--- config.mk ---
export PLATFORM = sky130hd
export DESIGN_NAME = branch_resolver
export DESIGN_NICKNAME = d
export VERILOG_FILES = /design/src/rtl/branch_resolver_pkg.sv /design/src/rtl/br_pred_fifo.sv /design/src/rtl/branch_resolver.sv
export SDC_FILE = /design/constraint.sdc
export NUM_CORES = 1
export LEC_CHECK = 0
export BUFFER_PORTS_ARGS = -buffer_cell sky130_fd_sc_hd__buf_2
export CORE_ASPECT_RATIO = 0.75
export CORE_MARGIN = 10
export CORE_UTILIZATION = 40
export CTS_CLUSTER_SIZE = 24
export DETAILED_ROUTE_END_ITERATION = 12
export SLEW_MARGIN = 20
export SYNTH_ARGS = -nofsm -noshare
export SYNTH_HDL_FRONTEND = slang
export SYNTH_SLANG_ARGS = --single-unit
export TNS_END_PERCENT = 5
--- constraint.sdc ---
create_clock -name clk_i -period 17.25 [get_ports clk_i]
set_input_delay 4.3125 -clock clk_i [delete_from_list [all_inputs] [get_ports clk_i]]
set_output_delay 4.3125 -clock clk_i [all_outputs]
set_load 0.1 [all_outputs]
--- src/rtl/branch_resolver_pkg.sv ---
// Shared types and constants for the branch resolver and its prediction FIFO.
package branch_resolver_pkg;

    localparam int PC_W     = 32;
    localparam int BR_DEPTH = 2;

    typedef struct packed {
        logic            pred;
        logic [PC_W-1:0] target;
        logic [PC_W-1:0] fallthru;
    } bp_entry_t;

endpackage

--- src/rtl/br_pred_fifo.sv ---
// In-flight prediction FIFO: push at tail, pop at head, and a squash that
// pops the head while discarding every younger entry.
module br_pred_fifo
    import branch_resolver_pkg::*;
#(
    parameter int DEPTH = BR_DEPTH
) (
    input  logic      clk_i,
    input  logic      rst_i,
    input  logic      push_i,
    input  bp_entry_t push_data_i,
    input  logic      pop_i,
    input  logic      squash_i,
    output logic      full_o,
    output logic      empty_o,
    output bp_entry_t head_o
);

    localparam int AW = $clog2(DEPTH);
    localparam logic [AW:0] PTR_ONE = (AW + 1)'(1);

    logic [AW:0] wr_q, wr_d;
    logic [AW:0] rd_q, rd_d;
    logic        wr_en;
    bp_entry_t   mem_q [DEPTH];

    assign empty_o = (wr_q == rd_q);
    assign full_o  = (wr_q[AW-1:0] == rd_q[AW-1:0]) && (wr_q[AW] != rd_q[AW]);
    assign head_o  = mem_q[rd_q[AW-1:0]];

    always_comb begin
        rd_d  = rd_q;
        wr_d  = wr_q;
        wr_en = 1'b0;
        if (squash_i) begin
            // Tail collapses onto head+1, then head is popped: FIFO ends empty.
            rd_d = rd_q + PTR_ONE;
            wr_d = rd_q + PTR_ONE;
        end else begin
            if (pop_i) begin
                rd_d = rd_q + PTR_ONE;
            end
            if (push_i && (!full_o || pop_i)) begin
                wr_en = 1'b1;
                wr_d  = wr_q + PTR_ONE;
            end
        end
    end

    always_ff @(posedge clk_i or negedge rst_i) begin
        if (!rst_i) begin
            wr_q <= '0;
            rd_q <= '0;
        end else begin
            wr_q <= wr_d;
            rd_q <= rd_d;
        end
    end

    always_ff @(posedge clk_i) begin
        if (wr_en) begin
            mem_q[wr_q[AW-1:0]] <= push_data_i;
        end
    end

endmodule

--- src/rtl/branch_resolver.sv ---
// Resolves predicted beq branches in EX: flush/redirect on mispredict,
// registered predictor update, saturating statistics and a sticky error flag.
module branch_resolver
    import branch_resolver_pkg::*;
#(
    parameter int DEPTH = BR_DEPTH,
    parameter int CNT_W = 16
) (
    input  logic             clk_i,
    input  logic             rst_i,
    input  logic             push_valid_i,
    input  logic             push_pred_i,
    input  logic [31:0]      push_target_i,
    input  logic [31:0]      push_fallthru_i,
    input  logic             resolve_valid_i,
    input  logic [31:0]      resolve_alu_i,
    output logic             flush_o,
    output logic             redirect_valid_o,
    output logic [31:0]      redirect_pc_o,
    output logic             upd_valid_o,
    output logic             upd_taken_o,
    output logic [CNT_W-1:0] stat_branches_o,
    output logic [CNT_W-1:0] stat_mispred_o,
    output logic             error_o
);

    function automatic logic [CNT_W-1:0] sat_inc(input logic [CNT_W-1:0] v, input logic inc);
        return (inc && (v != {CNT_W{1'b1}})) ? v + CNT_W'(1) : v;
    endfunction

    bp_entry_t        push_data;
    bp_entry_t        head;
    logic             fifo_full, fifo_empty;
    logic             resolve_ok, taken, mispred;
    logic             upd_valid_q, upd_valid_d;
    logic             upd_taken_q, upd_taken_d;
    logic [CNT_W-1:0] branches_q, branches_d;
    logic [CNT_W-1:0] mispred_q, mispred_d;
    logic             error_q, error_d;

    assign push_data = '{pred: push_pred_i, target: push_target_i, fallthru: push_fallthru_i};

    br_pred_fifo #(.DEPTH(DEPTH)) u_fifo (
        .clk_i       (clk_i),
        .rst_i       (rst_i),
        .push_i      (push_valid_i),
        .push_data_i (push_data),
        .pop_i       (resolve_ok),
        .squash_i    (mispred),
        .full_o      (fifo_full),
        .empty_o     (fifo_empty),
        .head_o      (head)
    );

    always_comb begin
        resolve_ok  = resolve_valid_i && !fifo_empty;
        taken       = (resolve_alu_i == 32'd0);
        mispred     = resolve_ok && (taken ^ head.pred);
        upd_valid_d = resolve_ok;
        upd_taken_d = resolve_ok ? taken : upd_taken_q;
        branches_d  = sat_inc(branches_q, resolve_ok);
        mispred_d   = sat_inc(mispred_q, mispred);
        // A push into a full FIFO is only legal when the head pops this cycle.
        error_d     = error_q
                    | (resolve_valid_i && fifo_empty)
                    | (push_valid_i && fifo_full && !resolve_ok);
    end

    always_comb begin
        flush_o          = mispred;
        redirect_valid_o = mispred;
        redirect_pc_o    = 32'd0;
        if (mispred) begin
            redirect_pc_o = taken ? head.target : head.fallthru;
        end
    end

    always_ff @(posedge clk_i or negedge rst_i) begin
        if (!rst_i) begin
            upd_valid_q <= 1'b0;
            upd_taken_q <= 1'b0;
            branches_q  <= '0;
            mispred_q   <= '0;
            error_q     <= 1'b0;
        end else begin
            upd_valid_q <= upd_valid_d;
            upd_taken_q <= upd_taken_d;
            branches_q  <= branches_d;
            mispred_q   <= mispred_d;
            error_q     <= error_d;
        end
    end

    assign upd_valid_o     = upd_valid_q;
    assign upd_taken_o     = upd_taken_q;
    assign stat_branches_o = branches_q;
    assign stat_mispred_o  = mispred_q;
    assign error_o         = error_q;

endmodule

==> Word-level counts from Yosys, hierarchy flattened <==
Memories as Yosys holds them, arrays and structs flattened.
Index checks and enable logic that the tools add are counted.
{ "word_totals": {"regBits": 39, "ram_bits": 130, "inputBits": 101, "output_inout_bits": 69, "wordCells": 46, "mem_count": 1} }
{ "mem_list": {"columns": ["name", "words", "word_bits", "rd", "rd_clocked_by_memory_dff", "write_ports", "line_no", "text"], "rows": [
  ["u_fifo.mem_q", 2, 65, 1, 0, 1, "br_pred_fifo.sv:25", "bp_entry_t mem_q [DEPTH];"]
]} }
{ "op_classes": {"add_sub_neg": 4, "eq_ne": 5, "muxes": 10, "bitwise": 3, "n_reduce_logical": 16} }
{ "op_table": {"columns": ["cell", "n"], "rows": [
  ["$mux W32", 2],
  ["$add A16 B1 Y16 const B", 2],
  ["$logic_not A32 Y1", 1],
  ["$ne A16 B16 Y1 const B", 2],
  ["$logic_and A1 B1 Y1", 9],
  ["$mux W2", 4],
  ["$add A2 B1 Y2 const B", 2],
  ["$mux W1", 4],
  ["$reduce_bool A2 Y1", 2],
  ["$logic_not A1 Y1", 3],
  ["$eq A2 B2 Y1", 1],
  ["$or A1 B1 Y1", 2],
  ["$eq A1 B1 Y1", 1],
  ["$logic_or A1 B1 Y1", 1],
  ["$ne A1 B1 Y1", 1],
  ["$xor A1 B1 Y1", 1]
]} }

==> Depth between registers and ports, before layout <==
{ "depth": {"ltp_word": 9, "mapped_depth": 9, "ltp_nobuf": 8} }

==> Modules after synthesis <==
Synthesis repeated with hierarchy kept, for this count alone.
{ "unflattened": {"cells_unflattened": 531, "area_unflattened_um2": 7492.2} }
{ "modules_own_cells": {"columns": ["mod", "instances", "cells_per_inst", "area_each_um2", "seq_area_each_um2"], "rows": [
  ["br_pred_fifo", 1, 240, 4976.0, 4003.8],
  ["branch_resolver", 1, 291, 2516.2, 875.8]
]} }

==> Worst setup path before layout <==
Ideal clock, no wire load.
{ "synth_path": {"path_kind": "input port to output port", "startpoint": "in resolve_alu_i[16]", "endpoint": "out redirect_pc_o[24]", "arrival_ns": 7.062, "required_time_ns": 12.937, "path_slack_ns": 5.876, "cell_stages": 7, "n_path_buf": 1, "path_cell_list": "nor4_1 -> nand4_1 -> nor2_4 -> mux2i_1 -> inv_1 -> clkbuf_1 -> and2_1"} }
{ "synth_via": {"elab_chain_len": 4, "elab_cells_between_ends": 5, "classes_between": "2 x mux; 1 x bitwise; 2 x reduce/logical"} }
{ "synth_rtl": {"columns": ["element", "line_no", "text"], "rows": [
  ["from (decl)", "branch_resolver.sv:16", "input logic [31:0] resolve_alu_i,"],
  ["$logic_not A32 Y1", "branch_resolver.sv:57", "taken = (resolve_alu_i == 32'd0);"],
  ["$xor A1 B1 Y1", "branch_resolver.sv:58", "mispred = resolve_ok && (taken ^ head.pred);"],
  ["$logic_and A1 B1 Y1", "branch_resolver.sv:58", null],
  ["net flush_o", "branch_resolver.sv:17", "output logic flush_o,"],
  ["$mux W32", "branch_resolver.sv:73", "if (mispred) begin"],
  ["to (decl)", "branch_resolver.sv:19", "output logic [31:0] redirect_pc_o,"]
]} }
The timed path passes the listed nets, and every way through them passes these cells.

==> Worst setup path in the final report <==
{ "layout_path": {"startpoint": "in resolve_alu_i[0]", "endpoint": "out redirect_pc_o[15]"} }
{ "layout_via": {"elab_chain_len": 4, "elab_cells_between_ends": 5, "classes_between": "2 x mux; 1 x bitwise; 2 x reduce/logical"} }
{ "layout_rtl": {"columns": ["element", "line_no"], "rows": [
  ["$logic_not A32 Y1 *", "branch_resolver.sv:57"],
  ["$xor A1 B1 Y1", "branch_resolver.sv:58"],
  ["$logic_and A1 B1 Y1", "branch_resolver.sv:58"],
  ["$mux W32 *", "branch_resolver.sv:73"]
]} }
Mark *: on every way between the ends. The rest lies on a longest branch, timed or not.

==> results.py <==
metrics = {
    "routing": {
        "drc_errors": 0,
        "ant_nets": 0,
        "drt-initial-drc-count": 255,
        "wl_mm": 15.1,
        "viasPerCell": 5.05,
        "dr.pass1.iters": 4,
        "vias": 4039,
        "wire_per_inst_um": 18.9,
    },
    "die": {
        "die-area_um2": 22700,
        "core_um2": 16800,
        "die_w_um": 171,
        "placementRows": 41,
        "ios": 170,
        "fp.dieH_um": 133,
        "initial_utilization_pct": 40.7,
    },
    "logic_synthesis": {
        "syn_nets": 495,
        "synth_edf_count": 130,
        "synthCells": 392,
        "ys_seq_area_share_pct": 71.6,
        "synth_top_area_cell": "edfxtp_1",
        "synth.distinct_cells": 36,
        "synth_area_leaders": "edfxtp_1, dfrtp_1, mux4_2",
        "synth_seq_cells": 169,
        "syn-cell-area_um2": 6820,
        "synth_flop_cell": "edfxtp_1",
        "async_flop_share_pct": 23.1,
        "ys.warnings.count": 0,
        "avgSynthCellArea_um2": 17.4,
        "yosys.area.top_type_share_pct": 57.2,
    },
    "power_and_ir_drop": {
        "vdd_drop_max_mv": 0.0987,
        "p_comb_share_pct": 39.5,
        "pwr-share-clk_pct": 21.9,
        "switching_share_pct": 42.6,
        "internal_power_uw": 891,
        "seqPwrFrac_pct": 38.6,
        "power.density_nw_per_um2": 183,
        "leakagePower_uw": 0.00338,
        "p_total_uw": 1550,
        "p_switching_uw": 660,
    },
    "clocking": {
        "postCtsHoldBufs": 0,
        "cts-resized-gates": 0,
        "htree_levels": 4,
        "root_buffer": "clkbuf_16",
        "clock-sinks": 169,
        "cts_setup_buffers": 0,
        "insertion_delay_ns": 0.42,
        "cts_buffers": 17,
        "clockBufferDepth": 2,
        "clk_pin_slew_worst_paths_ns": 0.06,
        "cts_tree": "built",
    },
    "final_layout": {
        "layoutNonFillerInstCount": 800,
        "fin_util_pct": 50.4,
        "final_cell_area_um2": 8460,
        "antenna_cells": 0,
        "fillers": 1453,
        "nets": 675,
        "layout-drive-gt1-share_pct": 41.9,
        "multi_input_area_um2": 1860,
        "regArea_um2": 4880,
        "synthToLayoutAreaGrowth_pct": 24.0,
    },
    "setup_path": {
        "worstPathCellList": "buf_2 -> nor4_1 -> nand4_1 -> nor2_4 -> buf_4 -> mux2i_1 -> inv_1 -> buf_4 -> and2_1 -> buf_2",
        "critical_path_buf_inv_count": 5,
        "critical_path.top_delay_family": "buffers and inverters",
        "worst_ep_arrival_time_ns": 7.16,
        "path_max_fanout": 42,
        "cp_slowest_cell": "mux2i_1",
        "crit_type": "primary input to output pin",
        "cp-start-kind": "primary input",
        "cpPeakStageDelay_ns": 0.73,
        "cp-end-kind": "output pin",
        "required_ns": 12.94,
    },
    "place": {
        "gp_congestion": 0.844,
        "io_buffers": 169,
        "dp.cells": 768,
        "dp_hpwl_mm": 10.4,
        "placedInstanceArea_um2": 7930,
    },
    "sta": {
        "max_freq_mhz": 87.1,
        "min_period_ns": 11.48,
        "fin_tns_setup_ns": 0,
        "setup_violations": 0,
        "rsz0062_at_grt": "no",
        "tightest_slew_ns": 0.914,
        "relSlewSlack_pct": 39.0,
        "slew_viol_final": 0,
        "skew_ns": 0.0171,
        "fin_crit_sh_pct": 66.5,
        "hold_viol": 0,
    },
    "hold_path": {
        "hold_class": "register to register",
    },
    "status": {
        "status": "finished clean",
    },
    "global_route": {
        "grt_pass1_wl_mm": 23.3,
        "antenna_found_initial": 1,
        "grt_overflow": 0,
        "track_usage_pct": 13.3,
        "grt_pass1_vias": 4210,
        "grt_max_degree": 66,
    },
    "flow_run": {
        "max_cap_violations": 0,
    },
}
==> logic make-up after synthesis <==
| family | after synthesis | synth area share (%) |
|---|---|---|
| flip-flops | 169 | 71.6 |
| AO/OA/AOI/OAI | 11 | 1.16 |
| XOR/XNOR | 35 | 4.61 |
| multiplexers | 38 | 11.5 |
| AND/OR/NAND/NOR | 116 | 9.56 |
| adder cells (fa/ha/maj) | 2 | 0.367 |
| buffers and inverters | 21 | 1.25 |
==> worst paths after layout <==
kind                                  start  depth (start not counted)  slack, ns             endpoint
min reg2reg                     upd_taken_o                          2       0.49          upd_taken_o
min                             upd_taken_o                          2       0.49          upd_taken_o
max reg2reg                  u_fifo.rd_q[0]                          8      13.50  u_fifo.mem_q[1][29]
max in group asynchronous             rst_i                          1      12.59       u_fifo.rd_q[0]
max                        resolve_alu_i[0]                         10       5.77    redirect_pc_o[15]
min in group asynchronous             rst_i                          1       4.02   stat_mispred_o[12]
==> cell usage in the layout, fill, tap and decap left out, types with 3 or more instances in the layout <==
cell	synthesis	final
and4_1	3	3
nor3_1	8	6
clkbuf_16	0	17
xor2_1	16	16
nor2_1	10	10
mux2_2	3	3
dfrtp_1	39	38
nand4_1	9	9
clkinvlp_4	0	4
buf_4	1	5
nor4_1	11	11
mux2i_1	3	3
mux4_2	32	32
nand3_1	16	16
xnor2_1	18	18
inv_1	7	7
edfxtp_1	130	130
and3_1	6	6
and2_1	34	34
buf_2	2	169
inv_6	0	4
nand2_1	15	15
==> layer usage <==
metal | vias up | GRT usage (%) | share of wire (%)
li1 | 1886 | - | -
met1 | 1987 | 16.4 | 42
met2 | 152 | 21.0 | 48
met3 | 12 | 4.58 | 9.3
met4 | 2 | 4.96 | 1.0
met5 | - | 0 | 0.066
==> cells in the mapped netlist, drive strengths merged (2+ instances only) <==
master,number
mux2i,3
nor4,11
and4,3
nor2,11
nand4,9
xor2,16
clkbuf,4
mux4,32
inv,8
ha,2
edfxtp,130
nand3,16
and2,34
xnor2,19
and3,6
o21a,2
mux2,3
nor3,8
nand2,15
buf,9
dfrtp,39
o21ai,3
o31ai,2
==> final cells by class <==
cell class / count / share of cell area [%]
Clock inverter: 13 / 1.12
Clock buffer: 19 / 5.12
Sequential cell: 169 / 57.7
Inverter: 8 / 0.355
Tap cell: 215 / 3.18
Multi-Input combinational cell: 202 / 22.0
Timing Repair Buffer: 174 / 10.4
==> metrics by stage <==
| step | setup WS [ns] | hold WS [ns] |
|---|---|---|
| 2_1_floorplan | 5.88 | 0.536 |
| 4_1_cts | 5.71 | 0.489 |
| 6_report | 5.77 | 0.486 |
| 5_1_grt | 5.48 | 0.507 |
| 3_5_place_dp | 5.72 | 0.480 |
| 3_3_place_gp | 5.81 | 0.465 |
==> power groups by stage <==
stage / combinational [uW] / sequential (uW) / clock (uW)
after global placement: 618 / 602 / 0
after global routing: 649 / 610 / 365
after detailed placement: 622 / 608 / 0
final: 612 / 599 / 340
after floorplan: 401 / 714 / 0
after CTS: 624 / 600 / 350
==> registers in the layout, summed over array words and instances, names as in the netlist <==
| name | cells |
|---|---|
| upd_taken_o | 1 |
| u_fifo.mem_q | 130 |
| error_o | 1 |
| upd_valid_o | 1 |
| stat_mispred_o | 16 |
| u_fifo.rd_q | 2 |
| u_fifo.wr_q | 2 |
| stat_branches_o | 16 |
==> tightest hold or removal path: stages, from the launching register on <==
cell and delay (ns):
dfrtp_1 0.34, nand2_1 0.05, nand2_1 0.06
Power figures use the tool's default switching activity.
